<file path="config.mk">
export PLATFORM = sky130hd
export DESIGN_NAME = fu_sequencer
export DESIGN_NICKNAME = d
export VERILOG_FILES = /design/src/rtl/fu_pkg.sv /design/src/rtl/fu_regfile_8x16.sv /design/src/rtl/fu_sequencer.sv
export SDC_FILE = /design/constraint.sdc
export NUM_CORES = 1
export LEC_CHECK = 0
export ABC_AREA = 0
export BUFFER_PORTS_ARGS = -buffer_cell sky130_fd_sc_hd__buf_2
export CORE_MARGIN = 3
export CORE_UTILIZATION = 55
export CTS_CLUSTER_DIAMETER = 50
export DETAILED_ROUTE_END_ITERATION = 16
export HOLD_SLACK_MARGIN = 0.06
export PLACE_DENSITY_LB_ADDON = 0.15
export SLEW_MARGIN = 20
export SYNTH_ARGS = -nofsm -noshare
export SYNTH_HDL_FRONTEND = slang
export SYNTH_SLANG_ARGS = --single-unit
export TNS_END_PERCENT = 10
</file>
<file path="constraint.sdc">
create_clock -name clk -period 2.76 [get_ports clk]
set_input_delay 0.276 -clock clk [delete_from_list [all_inputs] [get_ports clk]]
set_output_delay 0.276 -clock clk [all_outputs]
set_load 0.005 [all_outputs]
</file>
<file path="src/rtl/fu_pkg.sv">
// rtl/fu_pkg.sv - shared constants, state encoding and FS helpers for the fu sequencer
package fu_pkg;

    localparam int FU_NREG = 8;
    localparam int FU_W    = 16;

    localparam logic [3:0] FS_ADD   = 4'b0000;
    localparam logic [3:0] FS_PASSA = 4'b0001;
    localparam logic [3:0] FS_SUB   = 4'b0010;
    localparam logic [3:0] FS_NEGB  = 4'b0011;
    localparam logic [3:0] FS_BSUBA = 4'b0100;
    localparam logic [3:0] FS_NEGA  = 4'b0101;
    localparam logic [3:0] FS_NAND  = 4'b0110;
    localparam logic [3:0] FS_NOR   = 4'b0111;
    localparam logic [3:0] FS_NOTA  = 4'b1000;
    localparam logic [3:0] FS_MOD8  = 4'b1001;
    localparam logic [3:0] FS_DIV4  = 4'b1010;
    localparam logic [3:0] FS_CIRR  = 4'b1011;
    localparam logic [3:0] FS_CIRL  = 4'b1100;

    typedef enum logic [1:0] {
        ST_IDLE = 2'd0,
        ST_RD   = 2'd1,
        ST_EX   = 2'd2,
        ST_WB   = 2'd3
    } state_t;

    // Arithmetic codes are the only ones whose V/C from the unit are meaningful.
    function automatic logic is_arith(input logic [3:0] fs);
        return (fs <= FS_NEGA);
    endfunction

    function automatic logic is_legal(input logic [3:0] fs);
        return (fs <= FS_CIRL);
    endfunction

endpackage

</file>
<file path="src/rtl/fu_regfile_8x16.sv">
// rtl/fu_regfile_8x16.sv - register file with muxed write port, two captured reads and a debug read
module fu_regfile_8x16
    import fu_pkg::*;
#(
    parameter int NREG = FU_NREG,
    parameter int W    = FU_W,
    parameter int AW   = $clog2(NREG)
) (
    input  logic          clk,
    input  logic          reset,
    input  logic          i_ld_we,
    input  logic [AW-1:0] i_ld_addr,
    input  logic [W-1:0]  i_ld_data,
    input  logic          i_wb_we,
    input  logic [AW-1:0] i_wb_addr,
    input  logic [W-1:0]  i_wb_data,
    input  logic          i_rd_en,
    input  logic [AW-1:0] i_rd_addr_a,
    input  logic [AW-1:0] i_rd_addr_b,
    output logic [W-1:0]  o_rd_data_a,
    output logic [W-1:0]  o_rd_data_b,
    input  logic [AW-1:0] i_dbg_addr,
    output logic [W-1:0]  o_dbg_data
);

    logic [W-1:0]  r_mem [NREG];
    logic [W-1:0]  r_rd_a;
    logic [W-1:0]  r_rd_b;
    logic          w_we;
    logic [AW-1:0] w_waddr;
    logic [W-1:0]  w_wdata;

    // The sequencer never raises both sources in the same cycle; WB is given
    // the mux priority so a stray load can never corrupt a writeback.
    assign w_we    = i_wb_we | i_ld_we;
    assign w_waddr = i_wb_we ? i_wb_addr : i_ld_addr;
    assign w_wdata = i_wb_we ? i_wb_data : i_ld_data;

    always_ff @(posedge clk) begin
        if (reset) begin
            for (int i = 0; i < NREG; i++) begin
                r_mem[i] <= '0;
            end
            r_rd_a <= '0;
            r_rd_b <= '0;
        end else begin
            if (w_we) begin
                r_mem[w_waddr] <= w_wdata;
            end
            if (i_rd_en) begin
                r_rd_a <= r_mem[i_rd_addr_a];
                r_rd_b <= r_mem[i_rd_addr_b];
            end
        end
    end

    assign o_rd_data_a = r_rd_a;
    assign o_rd_data_b = r_rd_b;
    assign o_dbg_data  = r_mem[i_dbg_addr];

endmodule

</file>
<file path="src/rtl/fu_sequencer.sv">
// rtl/fu_sequencer.sv - IDLE/RD/EX/WB issue and writeback controller driving the 16-bit function unit
module fu_sequencer
    import fu_pkg::*;
#(
    parameter int NREG = FU_NREG,
    parameter int W    = FU_W
) (
    input  logic         clk,
    input  logic         reset,
    input  logic         instr_valid,
    output logic         instr_ready,
    input  logic [3:0]   instr_fs,
    input  logic [2:0]   instr_dst,
    input  logic [2:0]   instr_srca,
    input  logic [2:0]   instr_srcb,
    input  logic         ld_valid,
    input  logic [2:0]   ld_addr,
    input  logic [W-1:0] ld_data,
    output logic [3:0]   fu_FS,
    output logic [W-1:0] fu_OpA,
    output logic [W-1:0] fu_OpB,
    input  logic [W-1:0] fu_result,
    input  logic         fu_V,
    input  logic         fu_C,
    input  logic         fu_N,
    input  logic         fu_Z,
    output logic         V,
    output logic         C,
    output logic         N,
    output logic         Z,
    output logic         done,
    output logic         err,
    input  logic [2:0]   dbg_addr,
    output logic [W-1:0] dbg_data
);

    state_t       r_state;
    state_t       w_next;

    logic [3:0]   r_fs;
    logic [2:0]   r_dst;
    logic [2:0]   r_srca;
    logic [2:0]   r_srcb;
    logic [3:0]   r_fu_fs;
    logic [W-1:0] r_res;
    logic         r_cap_v;
    logic         r_cap_c;
    logic         r_cap_n;
    logic         r_cap_z;
    logic         r_v;
    logic         r_c;
    logic         r_n;
    logic         r_z;
    logic         r_done;
    logic         r_err;

    logic         w_idle;
    logic         w_accept;
    logic         w_ld_we;
    logic         w_wb_we;
    logic         w_rd_en;
    logic         w_wb_legal;

    assign w_idle     = (r_state == ST_IDLE);
    assign w_accept   = w_idle && !ld_valid && instr_valid;
    assign w_ld_we    = w_idle && ld_valid;
    assign w_rd_en    = (r_state == ST_RD);
    assign w_wb_legal = is_legal(r_fs);
    assign w_wb_we    = (r_state == ST_WB) && w_wb_legal;

    always_ff @(posedge clk) begin
        if (reset) begin
            r_state <= ST_IDLE;
        end else begin
            r_state <= w_next;
        end
    end

    always_comb begin
        w_next      = r_state;
        instr_ready = 1'b0;
        case (r_state)
            ST_IDLE: begin
                instr_ready = !ld_valid;
                if (w_accept) begin
                    w_next = ST_RD;
                end
            end
            ST_RD:   w_next = ST_EX;
            ST_EX:   w_next = ST_WB;
            ST_WB:   w_next = ST_IDLE;
            default: w_next = ST_IDLE;
        endcase
    end

    always_ff @(posedge clk) begin
        if (reset) begin
            r_fs    <= FS_PASSA;
            r_dst   <= '0;
            r_srca  <= '0;
            r_srcb  <= '0;
            r_fu_fs <= FS_PASSA;
            r_res   <= '0;
            r_cap_v <= 1'b0;
            r_cap_c <= 1'b0;
            r_cap_n <= 1'b0;
            r_cap_z <= 1'b0;
            r_v     <= 1'b0;
            r_c     <= 1'b0;
            r_n     <= 1'b0;
            r_z     <= 1'b0;
            r_done  <= 1'b0;
            r_err   <= 1'b0;
        end else begin
            if (w_accept) begin
                r_fs   <= instr_fs;
                r_dst  <= instr_dst;
                r_srca <= instr_srca;
                r_srcb <= instr_srcb;
                if (is_legal(instr_fs)) begin
                    r_err <= 1'b0;
                end
            end
            // FS is only live for the EX cycle; pass-A keeps the unit quiet otherwise.
            r_fu_fs <= (w_next == ST_EX) ? r_fs : FS_PASSA;
            if (r_state == ST_EX) begin
                r_res   <= fu_result;
                r_cap_v <= fu_V;
                r_cap_c <= fu_C;
                r_cap_n <= fu_N;
                r_cap_z <= fu_Z;
            end
            r_done <= (w_next == ST_WB);
            if (r_state == ST_WB) begin
                if (w_wb_legal) begin
                    r_n   <= r_cap_n;
                    r_z   <= r_cap_z;
                    r_v   <= is_arith(r_fs) ? r_cap_v : 1'b0;
                    r_c   <= is_arith(r_fs) ? r_cap_c : 1'b0;
                    r_err <= 1'b0;
                end else begin
                    r_err <= 1'b1;
                end
            end
        end
    end

    // Operand registers inside the regfile double as the fu_OpA/fu_OpB drivers.
    fu_regfile_8x16 #(
        .NREG (NREG),
        .W    (W)
    ) u_regfile (
        .clk         (clk),
        .reset       (reset),
        .i_ld_we     (w_ld_we),
        .i_ld_addr   (ld_addr),
        .i_ld_data   (ld_data),
        .i_wb_we     (w_wb_we),
        .i_wb_addr   (r_dst),
        .i_wb_data   (r_res),
        .i_rd_en     (w_rd_en),
        .i_rd_addr_a (r_srca),
        .i_rd_addr_b (r_srcb),
        .o_rd_data_a (fu_OpA),
        .o_rd_data_b (fu_OpB),
        .i_dbg_addr  (dbg_addr),
        .o_dbg_data  (dbg_data)
    );

    assign fu_FS = r_fu_fs;
    assign V     = r_v;
    assign C     = r_c;
    assign N     = r_n;
    assign Z     = r_z;
    assign done  = r_done;
    assign err   = r_err;

endmodule

</file>
==> impl_metrics.env <==
export IMPL_status="complete, no violations"
export IMPL_max_freq_ghz=0.425
export IMPL_synth_main_ff_cell="edfxtp_1"
export IMPL_antenna_cells=0
export IMPL_ios=118
export IMPL_start_util=0.567
export IMPL_synthTopCellsByArea="edfxtp_1, mux4_2, dfxtp_1, a22o_1, nor2_1"
export IMPL_drcViolationCount=0
export IMPL_rows=50
export IMPL_cts_path_max_buffers=3
export IMPL_synth_seq_cells=205
export IMPL_port_buffers=117
export IMPL_period_share=0.852
export IMPL_first_global_vias=8421
export IMPL_relSlewSlack=0.432
export IMPL_grt_setup_unrepaired="false"
export IMPL_p_switching_mw=2.10
export IMPL_async_reset_ff_frac=0
export IMPL_layout_common_cells="edfxtp_1, a22o_1, buf_2, mux4_2, dfxtp_1"
export IMPL_final_core_util=0.671
export IMPL_setup_viol=0
export IMPL_synth_cell_types=45
export IMPL_synthesis_nets=869
export IMPL_yosysWarningCount=0
export IMPL_yosysSeqAreaShare=0.499
export IMPL_synth_top_cell_by_area="edfxtp_1"
export IMPL_overflow=0
export IMPL_powerDensity_mw_per_mm2=631
export IMPL_hold_violations=0
export IMPL_die_width_um=146
export IMPL_syn_avg_cell_area_um2=13.4
export IMPL_clockPowerShare=0.404
export IMPL_min_path_type="in2reg"
export IMPL_dieHeight_um=146
export IMPL_start_kind="flop"
export IMPL_path_class="reg2reg"
export IMPL_end_kind="flop"
export IMPL_cts_tree="built"
export IMPL_hpwl_mm=20.2
export IMPL_vias=8067
export IMPL_dr_pass1_iters=5
export IMPL_syn_to_final_growth_pct=18.3
export IMPL_synth_edf_count=128
export IMPL_die_area_mm2=0.0213
export IMPL_gp_congestion=0.850
export IMPL_route_detailed_wl_per_inst_um=26.5
export IMPL_combPwrFrac=0.141
export IMPL_cp_arrival_ns=2.55
export IMPL_required_ns=2.96
export IMPL_synth_area_mm2=0.0108
export IMPL_swShare=0.260
export IMPL_p_int_mw=5.96
export IMPL_irDropWorstVdd_mv=0.524
export IMPL_grt_max_degree=79
export IMPL_drive_above_1_share=0.344
export IMPL_numCtsBuffers=26
export IMPL_drtIter0Drc=1025
export IMPL_clkSlewWorstSetupHoldPaths_ns=0.06
export IMPL_htreeDepth=1
export IMPL_clock_skew_ns=0.0176
export IMPL_tightest_slew_ns=0.852
export IMPL_antenna_found_initial=0
export IMPL_synth_top_area_share=0.356
export IMPL_clkLatencyLatePin_ns=0.53
export IMPL_final_common_cell="edfxtp_1"
export IMPL_antenna_left=0
export IMPL_vias_per_cell=6.74
export IMPL_p_leak_nw=4.75
export IMPL_track_usage=0.293
export IMPL_nets=980
export IMPL_drv_slew=0
export IMPL_synth_cells=806
export IMPL_cts_sinks=205
export IMPL_grt_pass1_wl_mm=48.5
export IMPL_worst_path_max_fanout=16
export IMPL_timing_final_crit_period_ns=2.35
export IMPL_final_setup_tns_ns=0
export IMPL_cap_violations=0
export IMPL_wl_mm=31.7
export IMPL_coreArea_mm2=0.0190
export IMPL_seqPwrFrac=0.455
export IMPL_ctsRootBufferMaster="clkbuf_16"
==> metal layers <==
layer	track usage	vias to the layer above	wire length [µm]
met2	0.487	554	15300
li1	-	3458	-
met4	0.105	0	1040
met3	0.0745	81	3480
met5	0	-	0
met1	0.379	3974	11900
==> critical path, cell delays in order, from the launching register on <==
cell and delay (ns):
dfxtp_1 0.38, ha_1 0.39, inv_2 0.08, or4_4 0.58
nor3b_4 0.22, or3_1 0.13, buf_4 0.27
==> cell families (layout without fill, tap and decap cells) <==
family                     count (synthesis)  after routing  synth area share
buffers and inverters                    110            241            0.0444
and+or+nand+nor                          169            169            0.0776
AOI/OAI and AO/OA                        185            185             0.138
adders and majority gates                  4              4           0.00464
DFF                                      205            205             0.499
muxes                                    133            133             0.237
==> state kept, by name (all words and copies together) (netlist names) <==
name,flops
N,1
err,1
r_cap_n,1
V,1
r_srcb,3
r_cap_c,1
r_res,16
r_cap_z,1
u_regfile.r_mem,128
r_dst,3
C,1
u_regfile.o_rd_data_b,16
r_fs,4
r_cap_v,1
done,1
r_srca,3
Z,1
r_state,2
fu_FS,4
u_regfile.o_rd_data_a,16
==> path summary, 6_finish.rpt <==
path	startpoint	to	slack (ns)	cells past startpoint
max reg2reg	r_state[0]$_SDFF_PP0_	u_regfile.r_mem[1][0]$_SDFFCE_PN0P_	0.41	6
max	r_state[0]$_SDFF_PP0_	u_regfile.r_mem[1][0]$_SDFFCE_PN0P_	0.41	6
min	ld_data[11]	u_regfile.r_mem[1][11]$_SDFFCE_PN0P_	0.16	2
min reg2reg	N$_SDFFE_PP0N_	N$_SDFFE_PP0N_	0.46	2
==> per-stage QoR <==
stage / hold slack, ns / setup slack (ns) / instances / total power [mW] / area (µm²)
2_1_floorplan: 0.393 / 0.350 / 806 / 4.39 / 10800
3_3_place_gp: 0.443 / 0.494 / 1115 / 4.76 / 11600
3_5_place_dp: 0.447 / 0.404 / 1115 / 4.81 / 11600
4_1_cts: 0.143 / 0.401 / 1197 / 8.07 / 12800
5_1_grt: 0.166 / 0.290 / 1197 / 8.32 / 12800
6_report: 0.157 / 0.409 / 1197 / 8.06 / 12800
==> synthesized netlist by cell type (all sizes together) (3+ instances only) <==
master and number:
or3 8, nor2 58, a32o 3, nand3 4, and3b 3, dfxtp 77, a21oi 16, nand2b 3
buf 52, o22ai 32, edfxtp 128, inv 4, mux4 96, ha 4, mux2i 21, clkbuf 54
nand2 36, mux2 16, nor3 36, nor2b 7, and2 4, a22o 125, nor3b 3
==> power by group through the flow <==
stage	registers [mW]	logic, mW	clock network (mW)
2_1_floorplan	3.61	0.776	0
6_report	3.67	1.13	3.25
3_3_place_gp	3.70	1.06	0
3_5_place_dp	3.72	1.08	0
5_1_grt	3.69	1.22	3.41
4_1_cts	3.66	1.13	3.28
==> area by class of cell <==
cell class	instances	area, µm²
inverter	4	15.0
clock buffer	37	766
fill	1397	6260
timing repair buffer	189	1260
clock inverter	11	77.6
sequential	205	5390
tap	260	325
multi-input combinational	491	4930
==> what timing repair did <==
action,in CTS,in global routing
hold buffers,34,0
setup buffers,0,0
endpoints found under the hold margin,35,0
gates resized for setup,0,0
Power figures use the tool's default switching activity.
